File: src/rtl/fwd_sel_stage_if.sv
// fwd_sel_stage_if: operand-select bus between the hazard/forwarding unit and the
// ID/EX select stage.
//   in_data   packed sources, source k at [k*WIDTH +: WIDTH]
//   in_sel    binary source index
//   in_valid  input carries a real operand
//   stall     hold the stage
//   flush     insert a bubble
//   err_clr   clear the select-error state
//   out_data  registered operand
//   out_valid registered valid
//   out_sel   select actually applied
//   sel_err   sticky out-of-range flag
//   err_cnt   saturating out-of-range count
// master = driver side (forwarding unit), slave = the stage.
interface fwd_sel_stage_if #(
    parameter int unsigned WIDTH  = 32,
    parameter int unsigned NUM_IN = 4,
    parameter int unsigned SEL_W  = 2
);
    logic [NUM_IN*WIDTH-1:0] in_data;
    logic [SEL_W-1:0]        in_sel;
    logic                    in_valid;
    logic                    stall;
    logic                    flush;
    logic                    err_clr;
    logic [WIDTH-1:0]        out_data;
    logic                    out_valid;
    logic [SEL_W-1:0]        out_sel;
    logic                    sel_err;
    logic [7:0]              err_cnt;

    modport master (
        output in_data, in_sel, in_valid, stall, flush, err_clr,
        input  out_data, out_valid, out_sel, sel_err, err_cnt
    );

    modport slave (
        input  in_data, in_sel, in_valid, stall, flush, err_clr,
        output out_data, out_valid, out_sel, sel_err, err_cnt
    );
endinterface

File: src/rtl/fwd_sel_stage.sv
// fwd_sel_stage: N-way operand select with a registered output at the ID/EX boundary.
// Picks one of NUM_IN sources by in_sel, registers it with valid tracking, honours
// stall (hold) and flush (bubble), and flags out-of-range selects with a sticky bit
// and a saturating 8-bit counter.
// Ports:
//   clk    rising-edge clock
//   rst_n  asynchronous active-low reset
//   bus    fwd_sel_stage_if.slave (inputs in_*, stall, flush, err_clr; outputs out_*,
//          sel_err, err_cnt)
module fwd_sel_stage #(
    parameter int unsigned     WIDTH     = 32,
    parameter int unsigned     NUM_IN    = 4,
    parameter int unsigned     SEL_W     = 2,
    parameter logic [WIDTH-1:0] RESET_VAL = '0
) (
    input logic             clk,
    input logic             rst_n,
    fwd_sel_stage_if.slave  bus
);

    logic [WIDTH-1:0] out_data_q, out_data_d;
    logic             out_valid_q, out_valid_d;
    logic [SEL_W-1:0] out_sel_q, out_sel_d;
    logic             sel_err_q, sel_err_d;
    logic [7:0]       err_cnt_q, err_cnt_d;

    logic [WIDTH-1:0] pick;
    logic [SEL_W-1:0] sel_app;
    logic             in_range;
    logic             bad;
    logic             capture;

    // Out-of-range selects fall back to source 0 and report index 0.
    always_comb begin
        pick     = bus.in_data[WIDTH-1:0];
        sel_app  = '0;
        in_range = 1'b0;
        for (int unsigned k = 0; k < NUM_IN; k++) begin
            if (bus.in_sel == SEL_W'(k)) begin
                pick     = bus.in_data[k*WIDTH +: WIDTH];
                sel_app  = SEL_W'(k);
                in_range = 1'b1;
            end
        end
    end

    assign bad     = bus.in_valid & ~in_range;
    assign capture = ~bus.flush & ~bus.stall;

    always_comb begin
        out_data_d  = out_data_q;
        out_valid_d = out_valid_q;
        out_sel_d   = out_sel_q;
        if (bus.flush) begin
            out_data_d  = RESET_VAL;
            out_valid_d = 1'b0;
            out_sel_d   = '0;
        end else if (!bus.stall) begin
            out_valid_d = bus.in_valid;
            // A bubble leaves the operand data and select untouched.
            if (bus.in_valid) begin
                out_data_d = pick;
                out_sel_d  = sel_app;
            end
        end
    end

    // err_clr beats everything, including a bad capture on the same edge.
    always_comb begin
        sel_err_d = sel_err_q;
        err_cnt_d = err_cnt_q;
        if (bus.err_clr) begin
            sel_err_d = 1'b0;
            err_cnt_d = '0;
        end else if (capture && bad) begin
            sel_err_d = 1'b1;
            if (err_cnt_q != 8'hff) begin
                err_cnt_d = err_cnt_q + 8'd1;
            end
        end
    end

    always_ff @(posedge clk or negedge rst_n) begin
        if (!rst_n) begin
            out_data_q  <= RESET_VAL;
            out_valid_q <= 1'b0;
            out_sel_q   <= '0;
            sel_err_q   <= 1'b0;
            err_cnt_q   <= '0;
        end else begin
            out_data_q  <= out_data_d;
            out_valid_q <= out_valid_d;
            out_sel_q   <= out_sel_d;
            sel_err_q   <= sel_err_d;
            err_cnt_q   <= err_cnt_d;
        end
    end

    assign bus.out_data  = out_data_q;
    assign bus.out_valid = out_valid_q;
    assign bus.out_sel   = out_sel_q;
    assign bus.sel_err   = sel_err_q;
    assign bus.err_cnt   = err_cnt_q;

endmodule

File: src/flat_wrapper.sv
// flat-port wrapper written by rule: the top's interface ports become plain ports
module fwd_sel_stage_flat 
#(
    parameter int unsigned     WIDTH     = 32,
    parameter int unsigned     NUM_IN    = 4,
    parameter int unsigned     SEL_W     = 2,
    parameter logic [WIDTH-1:0] RESET_VAL = '0
)
  (clk, rst_n, bus_in_data, bus_in_sel, bus_in_valid, bus_stall, bus_flush, bus_err_clr, bus_out_data, bus_out_valid, bus_out_sel, bus_sel_err, bus_err_cnt);
  fwd_sel_stage_if #(.WIDTH(WIDTH), .NUM_IN(NUM_IN), .SEL_W(SEL_W)) bus_i ();
  input logic clk;
  input logic rst_n;
  input wire logic [$bits(bus_i.in_data)-1:0] bus_in_data;
  input wire logic [$bits(bus_i.in_sel)-1:0] bus_in_sel;
  input wire logic [$bits(bus_i.in_valid)-1:0] bus_in_valid;
  input wire logic [$bits(bus_i.stall)-1:0] bus_stall;
  input wire logic [$bits(bus_i.flush)-1:0] bus_flush;
  input wire logic [$bits(bus_i.err_clr)-1:0] bus_err_clr;
  output wire logic [$bits(bus_i.out_data)-1:0] bus_out_data;
  output wire logic [$bits(bus_i.out_valid)-1:0] bus_out_valid;
  output wire logic [$bits(bus_i.out_sel)-1:0] bus_out_sel;
  output wire logic [$bits(bus_i.sel_err)-1:0] bus_sel_err;
  output wire logic [$bits(bus_i.err_cnt)-1:0] bus_err_cnt;
  assign bus_i.in_data = bus_in_data;
  assign bus_i.in_sel = bus_in_sel;
  assign bus_i.in_valid = bus_in_valid;
  assign bus_i.stall = bus_stall;
  assign bus_i.flush = bus_flush;
  assign bus_i.err_clr = bus_err_clr;
  assign bus_out_data = bus_i.out_data;
  assign bus_out_valid = bus_i.out_valid;
  assign bus_out_sel = bus_i.out_sel;
  assign bus_sel_err = bus_i.sel_err;
  assign bus_err_cnt = bus_i.err_cnt;
  fwd_sel_stage #(.WIDTH(WIDTH), .NUM_IN(NUM_IN), .SEL_W(SEL_W), .RESET_VAL(RESET_VAL)) u_core (.clk(clk), .rst_n(rst_n), .bus(bus_i));
endmodule
File: config.mk
export PLATFORM = sky130hd
export DESIGN_NAME = fwd_sel_stage_flat
export DESIGN_NICKNAME = d
export VERILOG_FILES = /design/src/rtl/fwd_sel_stage_if.sv /design/src/rtl/fwd_sel_stage.sv /design/src/flat_wrapper.sv
export SDC_FILE = /design/constraint.sdc
export NUM_CORES = 1
export LEC_CHECK = 0
export CAP_MARGIN = 40
export CORE_ASPECT_RATIO = 0.9
export CORE_MARGIN = 2
export CORE_UTILIZATION = 39
export CTS_CLUSTER_DIAMETER = 30
export DETAILED_ROUTE_END_ITERATION = 16
export PLACE_DENSITY = 0.88
export SYNTH_ARGS = -nofsm -noshare
export SYNTH_HDL_FRONTEND = slang
export SYNTH_SLANG_ARGS = --single-unit
File: constraint.sdc
create_clock -name clk -period 1.3 [get_ports clk]
set_clock_uncertainty 0.1 [all_clocks]
set_input_delay 0.195 -clock clk [delete_from_list [all_inputs] [get_ports clk]]
set_output_delay 0.195 -clock clk [all_outputs]
set_load 0.1 [all_outputs]
# --- Yosys cells after proc, flatten, opt, wreduce, memory -nomap -nowiden ---
# Index checks and enable logic that the tools add are counted.
word_totals:
  inputBits: 136
  ff_bits: 44
  wordCells: 46
  out_inout_bits: 44
classes:
  n_eq_ne: 5
  muxes: 23
  addsub: 1
  reduce_logical: 7
  bitwise: 5
op_table:
  columns: ["cell", "count"]
  rows:
  - ["$mux W32", 6]
  - ["$mux W8", 3]
  - ["$mux W2", 5]
  - ["$mux W1", 9]
  - ["$add A8 B1 Y8 const B", 1]
  - ["$ne A8 B8 Y1 const B", 1]
  - ["$reduce_bool A2 Y1", 3]
  - ["$eq A2 B2 Y1 const B", 2]
  - ["$reduce_and A2 Y1", 2]
  - ["$not A1 Y1", 3]
  - ["$and A1 B1 Y1", 2]
  - ["$eq A2 B1 Y1 const B", 1]
  - ["$logic_not A2 Y1", 1]
  - ["$ne A2 B1 Y1 const B", 1]
  - ["$logic_and A1 B1 Y1", 1]

# --- Logic depth before layout (Yosys ltp) ---
# Gate-level depths: netlist of the first run.
depth:
  word_depth: 10
  mapped_depth: 5
  depth_no_buf: 3

# --- Least setup slack after synthesis of the first run ---
# OpenSTA, ideal clock, no wires.
synth_timing:
  kind: "input port to flip-flop"
  start: "input bus_in_sel[0]"
  end: "register u_core.out_data_q[10] (netlist: u_core.bus.out_data[10])"
  n_path_buf: 1
  setup_slack_ns: -0.037
  t_arrival_ns: 1.118
  setup_ns: 0.120
  required_time_ns: 1.080
  cell_stages: 4
  cell_sequence: "clkbuf_1 > mux2i_1 > o22ai_2 > a21o_1"
synth_between:
  elab_chain_cells: 7
  elab_cells_between_ends: 9
  classes_between: "3 x eq/ne; 6 x mux"
synth_lines:
  columns: ["item", "line", "source"]
  rows:
  - ["start, declared", "flat_wrapper.sv:14", "input wire logic [$bits(bus_i.in_sel)-1:0] bus_in_sel;"]
  - ["$eq A2 B1 Y1", "fwd_sel_stage.sv:39", "if (bus.in_sel == SEL_W'(k)) begin"]
  - ["$mux W32 (2 in series)", "fwd_sel_stage.sv:39", null]
  - ["$mux W32 (*)", "fwd_sel_stage.sv:39", null]
  - ["$mux W32 (*)", "fwd_sel_stage.sv:61", "if (bus.in_valid) begin"]
  - ["$mux W32 (*)", "fwd_sel_stage.sv:58", "end else if (!bus.stall) begin"]
  - ["$mux W32 (*)", "fwd_sel_stage.sv:54", "if (bus.flush) begin"]
  - ["end signal, assigned", "fwd_sel_stage.sv:91", "out_data_q <= out_data_d;"]
  - ["end, declared", "fwd_sel_stage.sv:21", "logic [WIDTH-1:0] out_data_q, out_data_d;"]
# Every way passes the cells marked *; elsewhere a longest branch is shown, timed or not. The select of a mux whose other input is x is not followed.
# A chain may end at the register's enable or synchronous reset.

# --- Worst setup path after layout of the first run ---
layout_timing:
  start: "input bus_in_valid"
  end: "register u_core.out_data_q[19] (netlist: u_core.bus.out_data[19])"
layout_between:
  elab_chain_cells: 2
layout_lines:
  columns: ["item", "line", "source"]
  rows:
  - ["start, declared", "flat_wrapper.sv:15", "input wire logic [$bits(bus_i.in_valid)-1:0] bus_in_valid;"]
  - ["$reduce_bool A2 Y1 (no line)", null, null]
  - ["$reduce_and A2 Y1 (no line)", null, null]
# Every way passes these cells.

==> out/qor.csv, run 1 <==
stage;metric;value;unit
yosys;Synth Instances;211;
die;die area;7430;um2
route;residual DRC count;0;
yosys;Synthesis Warnings;0;
critical_path;Worst Path Required;1430;ps
timing;fin crit period;1250;ps
critical_path;reg2reg start;u_core.bus.out_data[30];
critical_path;Crit path largest cell delay;600;ps
placed_design;post-DP HPWL;6.73;mm
run_status;outcome;finished clean;
yosys;ys async rst share;100;%
route;post-DR wirelength/cell;17.5;um
critical_path;reg2reg path depth;1;
placed_design;gpl congestion;0.731;
yosys;count of cell types in the netlist;19;
cts;depth of the CTS H-tree;2;
timing;unrepaired setup endpoints after global routing;false;
yosys;Post-synth top flop;dfrtp_1;
yosys;post-synthesis sequential area ratio;41.8;%
yosys;post-synth top area cell;dfrtp_1;
timing;Hold Fails Final Rpt;0;
critical_path;critical-path maximum fanout;8;
critical_path;critical path endpoint category;register;
grt;total track usage;23.1;%
timing;Tcrit/Tclk final;96.2;%
grt;global-route wire length before repair;13.5;mm
critical_path;worst-path cell chain;clkdlybuf4s15_1 -> or4b_4 -> buf_16 -> o22ai_4 -> a21o_1;
worst_hold_path;Hold Path Class;primary input to register;
cts;Clock Path Buffers;2;
critical_path;largest delay contributor family on the critical path;simple AND/OR/NAND/NOR gates;
yosys;Area contributors post-synth;dfrtp_1, mux2i_1, o22ai_2, a21o_1, nor2b_1;
cells_and_area;Finished Layout Cells;486;
critical_path;Setup crit start;bus_in_valid;
route;initial drt markers;31;
cts;clock root cell;clkbuf_8;
die;boundary pin count;180;
grt;number of global-route vias before repair;2710;
critical_path;CP max-delay cell;or4b_4;
route;detailed-route vias per instance;5.04;
critical_path;reg2reg end;u_core.bus.out_data[30];
yosys;Avg Cell Area, Syn;12.5;um2
power_and_ir_drop;Leak Pwr;2.55;nW
critical_path;critical path startpoint category;primary input;
yosys;syn_nets;347;
route;drt first pass iters;4;
cts;TritonCTS Buffers;5;
timing;final setup fails;0;
critical_path;critical path depth in cells;5;
die;chip height;82;um
cts;Clock Pin Slew Worst Setup and Hold Paths;80;ps
die;# rows;28;
cells_and_area;ratio of cells with drive above 1 in the final layout;28.0;%
route;drt total wl;8.53;mm
timing;Worst-Margin Slew;422;ps
yosys;Yosys top cell area share;41.8;%
die;CORE AREA;6550;um2
grt;Overflow after GRT;0;
critical_path;register-to-register setup slack;400;ps
cts;clk_lat worst skew;290;ps
yosys;EDFF count, synth;0;
placed_design;port buffer count;179;
die;Die Width;90.7;um
cells_and_area;Final #Nets;531;
cells_and_area;area grow syn2layout;98.6;%
run;Max Cap Viol;0;
cells_and_area;Design Area, Final;5240;um2
placed_design;# placed instances;474;
timing;f_max;800;MHz
cts;CTS tree;done;
yosys;Mapped Area;2640;um2
power_and_ir_drop;PwrDens;798;nW/um2
cells_and_area;ANT cells;0;
die;Initial Util;40.2;%
critical_path;Critical Path Sink;u_core.bus.out_data[19];
grt;largest net degree at the start of global routing;45;
grt;initial antenna violation count;0;
critical_path;Worst Path Arrival;1380;ps
route;DRT antenna net count;0;
timing;Slew HR;71.9;%
worst_hold_path;Hold Startpoint;bus_stall;
route;vias post-DR;2449;
yosys;Synth top cells by count;mux2i_1, dfrtp_1, a21o_1;
critical_path;WP buf/inv;2;
yosys;count leader, synth;mux2i_1;
placed_design;area post-placement;5040;um2
power_and_ir_drop;VDD IR-drop max;0.492;mV
yosys;Seq cells post-synth;44;
critical_path;CP Class;primary input to register;
cts;clock sinks;44;
timing;fin. max-slew vios;0;
cells by family (layout without fill, tap and decap cells):
family	count (synthesis)	count (layout)	share of synthesized area [%]
AND/OR/NAND/NOR	18	18	4.27
AO/OA/AOI/OAI	64	64	23.8
flip-flops	44	44	41.8
buffers and inverters	19	204	5.08
multiplexers	66	66	25.1
worst min-delay path by stage:
stage                               to  slack, ps  depth (start not counted)
6_report          u_core.bus.out_valid         50                          3
5_1_grt           u_core.bus.out_valid         70                          3
4_1_cts           u_core.bus.out_valid        170                          3
3_5_place_dp   u_core.bus.out_data[24]         90                          2
3_3_place_gp   u_core.bus.out_data[24]         90                          2
2_1_floorplan    u_core.bus.err_cnt[0]       -200                          0
routing by layer:
layer	wire length (um)	vias to the layer above	track usage (%)
li1	-	1165	-
met3	736	9	6.88
met5	0	-	0
met4	89	0	5.08
met1	3230	1159	25.4
met2	4470	116	44.5
final cells by class:
type                            count  area, um2
Tap cell                           90        113
Timing Repair Buffer              196       2480
Clock buffer                        5       68.8
Clock inverter                      3       42.5
Sequential cell                    44       1110
Fill cell                         412       1320
Multi-Input combinational cell    148       1420
metrics by stage:
step / TNS, ps / setup WS, ps / hold slack [ps] / power [mW] / utilization (%)
finish: 0 / 49.7 / 53.2 / 4.18 / 79.9
global route: 0 / 14.5 / 65.2 / 4.35 / 79.9
CTS: 0 / 5.22 / 169 / 4.21 / 79.5
detailed placement: -15830 / -508 / 90.8 / 3.16 / 76.9
global placement: -14120 / -467 / 86.1 / 3.13 / 76.9
floorplan: -588 / -19.6 / -201 / 2.31 / -
power breakdown:
group,internal (mW),total (mW),switching (mW)
clock network,0.569,1.04,0.472
registers,1.43,1.50,0.0711
logic,0.817,1.64,0.820
total,2.82,4.18,1.36
timing repair:
action                                  CTS  global route
resized for setup                        12             5
endpoints found under the hold margin    44             0
hold buffers                              1             0
cloned                                    2             1
endpoints found under the setup margin   32             9
setup buffers                             1             0
pin swaps                                 1             1
placed cells by master, fill, tap and decap left out, types with 2 or more instances in the layout:
| cell type | count |
|---|---|
| clkdlybuf4s50_1 | 129 |
| mux2i_1 | 66 |
| buf_12 | 51 |
| dfrtp_1 | 40 |
| a21o_1 | 31 |
| o22ai_2 | 29 |
| nor2b_1 | 9 |
| buf_4 | 7 |
| clkbuf_8 | 5 |
| dfrtp_2 | 4 |
| nor2_1 | 3 |
| buf_2 | 3 |
| buf_16 | 2 |
flip-flops by register name, indices dropped and copies added (netlist names):
register and flops:
u_core.bus.sel_err 1, u_core.bus.err_cnt 8, u_core.bus.out_sel 2, u_core.bus.out_valid 1, u_core.bus.out_data 32
No activity file was read; power rests on OpenSTA's default activity.
==> run 2: changes to the inputs <==
--- a/config.mk
+++ b/config.mk
@@ -12,6 +12,7 @@
 export CTS_CLUSTER_DIAMETER = 30
 export DETAILED_ROUTE_END_ITERATION = 16
 export PLACE_DENSITY = 0.88
+export SETUP_SLACK_MARGIN = 0.4
 export SYNTH_ARGS = -nofsm -noshare
 export SYNTH_HDL_FRONTEND = slang
 export SYNTH_SLANG_ARGS = --single-unit
==> run 2 against run 1 <==
  * Sequential power hardly changed
  * Combinational power grew 9.8%
  * Wire length up 25%
  * Cell area grew 7.9%
  * Critical endpoint is now u_core.bus.out_data[13]
  * Register-to-register slack lost 330 ps
  * Die area is the same
==> out/qor.csv, run 2 (synthesized netlist as in run 1, its figures left out) <==
stage;metric;value;unit
run_status;outcome;finished clean;
cells_and_area;number of flip-flops in the largest register;32;
route;initial drt markers;78;
die;CORE AREA;6550;um2
critical_path;Worst Path Arrival;1420;ps
critical_path;critical-path maximum fanout;6;
timing;unrepaired setup endpoints after global routing;true;
placed_design;pre-CTS setup slack;-530;ps
cells_and_area;ratio of cells with drive above 1 in the final layout;34.4;%
cells_and_area;commonest non-fill, non-tap cell in the layout;clkdlybuf4s50_1;
cells_and_area;most frequent cells in the layout;clkdlybuf4s50_1, mux2i_1, buf_12;
route;detailed-route vias per instance;5.22;
route;residual DRC count;0;
cts;depth of the CTS H-tree;2;
critical_path;critical path startpoint category;primary input;
route;vias post-DR;2642;
power_and_ir_drop;Leak Pwr;2.66;nW
die;chip height;82;um
route;drt total wl;10.6;mm
die;Initial Util;40.2;%
cts;Clock Pin Slew Worst Setup and Hold Paths;90;ps
cells_and_area;area grow syn2layout;114;%
placed_design;port buffer count;179;
timing;Slew HR;70.2;%
cells_and_area;Final #Nets;551;
cts;clk_lat worst skew;290;ps
route;drt first pass iters;4;
timing;PnR worst setup slack;8.53;ps
timing;f_max;774;MHz
timing;fin. max-slew vios;0;
cts;CTS tree;done;
worst_hold_path;Hold Path Class;primary input to register;
timing;Tcrit/Tclk final;99.3;%
timing;Hold Fails Final Rpt;0;
power_and_ir_drop;VDD IR-drop max;0.514;mV
cts;Clock Path Buffers;2;
power_and_ir_drop;PwrDens;770;nW/um2
die;die area;7430;um2
cells_and_area;ANT cells;0;
grt;total track usage;24.9;%
route;DRT antenna net count;0;
critical_path;critical path endpoint category;register;
grt;Overflow after GRT;0;
cts;clock root cell;clkbuf_8;
grt;largest net degree at the start of global routing;45;
cells_and_area;FILL cells;318;
critical_path;CP Class;primary input to register;
grt;number of global-route vias before repair;2747;
cts;clock sinks;44;
route;post-DR wirelength/cell;21.0;um
die;Die Width;90.7;um
cells_and_area;Finished Layout Cells;506;
timing;Worst-Margin Slew;447;ps
grt;initial antenna violation count;0;
placed_design;# placed instances;475;
timing;final setup fails;0;
die;boundary pin count;180;
critical_path;Worst Path Required;1430;ps
placed_design;post-DP HPWL;6.76;mm
grt;global-route wire length before repair;14.4;mm
placed_design;gpl congestion;0.708;
die;# rows;28;
timing;fin crit period;1290;ps
cells_and_area;Final Core Density;86.2;%
run;Max Cap Viol;0;
cts;TritonCTS Buffers;5;
[run 2: cell count changes in the layout (fill, tap and decap cells not counted), sizes merged]
cell,before,now
clkdlybuf4s15,1,0
clkbuf,7,8
buf,63,84
dlygate4sd2,0,1
clkinvlp,1,0
clkdlybuf4s50,129,128
[run 2: worst max-delay path, stage by stage]
cell	delay, ps
buf_6	100
or4b_4	590
buf_6	150
buf_12	140
o22ai_4	100
a21o_1	140
[run 2: per-stage QoR]
stage | instance area (um2) | power, mW | setup TNS, ps | hold slack, ps
after detailed placement | 5080 | 3.16 | -15870 | 89.8
after global routing | 5650 | 4.49 | -0.971 | 92.1
after floorplan | 2720 | 2.32 | -475 | -201
final | 5650 | 4.35 | 0 | 87.1
after global placement | 5080 | 3.13 | -14500 | 86.9
after CTS | 5450 | 4.26 | 0 | 54.5
[run 2: layout make-up]
class / instances / area [um2] / area share [%]
clock inverter: 2 / 35.0 / 0.620
clock buffer: 6 / 72.6 / 1.29
tap: 90 / 113 / 1.99
multi-input combinational: 148 / 1580 / 28.0
sequential: 44 / 1150 / 20.4
timing repair buffer: 216 / 2690 / 47.7
[run 2: final timing paths]
| check | startpoint | end | slack [ps] | cells past startpoint |
|---|---|---|---|---|
| min | bus_stall | u_core.bus.out_valid | 90 | 3 |
| max in group asynchronous | rst_n | u_core.bus.err_cnt[5] | 560 | 3 |
| max | bus_flush | u_core.bus.out_data[13] | 9 | 6 |
| max reg2reg | u_core.bus.out_data[30] | u_core.bus.out_data[30] | 70 | 3 |
| min reg2reg | u_core.bus.out_data[3] | u_core.bus.out_data[3] | 440 | 1 |
| min in group asynchronous | rst_n | u_core.bus.out_sel[1] | 300 | 3 |
[run 2: where the power goes]
group	leakage, nW	internal, mW	switching [mW]
clock	0.0552	0.571	0.469
combinational	2.03	0.886	0.910
sequential	0.574	1.44	0.0747
total	2.66	2.89	1.45
[run 2: layer usage]
layer | GRT usage, % | share of wire [%]
met1 | 26.6 | 37
met2 | 46.7 | 53
met3 | 8.62 | 8.5
met4 | 7.85 | 1.6
met5 | 0 | 0
[run 2: repair_timing]
| action | CTS | global route |
|---|---|---|
| endpoints found under the setup margin | 80 | 78 |
| setup buffers | 10 | 7 |
| pin swaps | 1 | 3 |
| cloned | 4 | 1 |
| gates resized for setup | 37 | 19 |
| endpoints found under the hold margin | 44 | 0 |
| hold buffers | 1 | 0 |
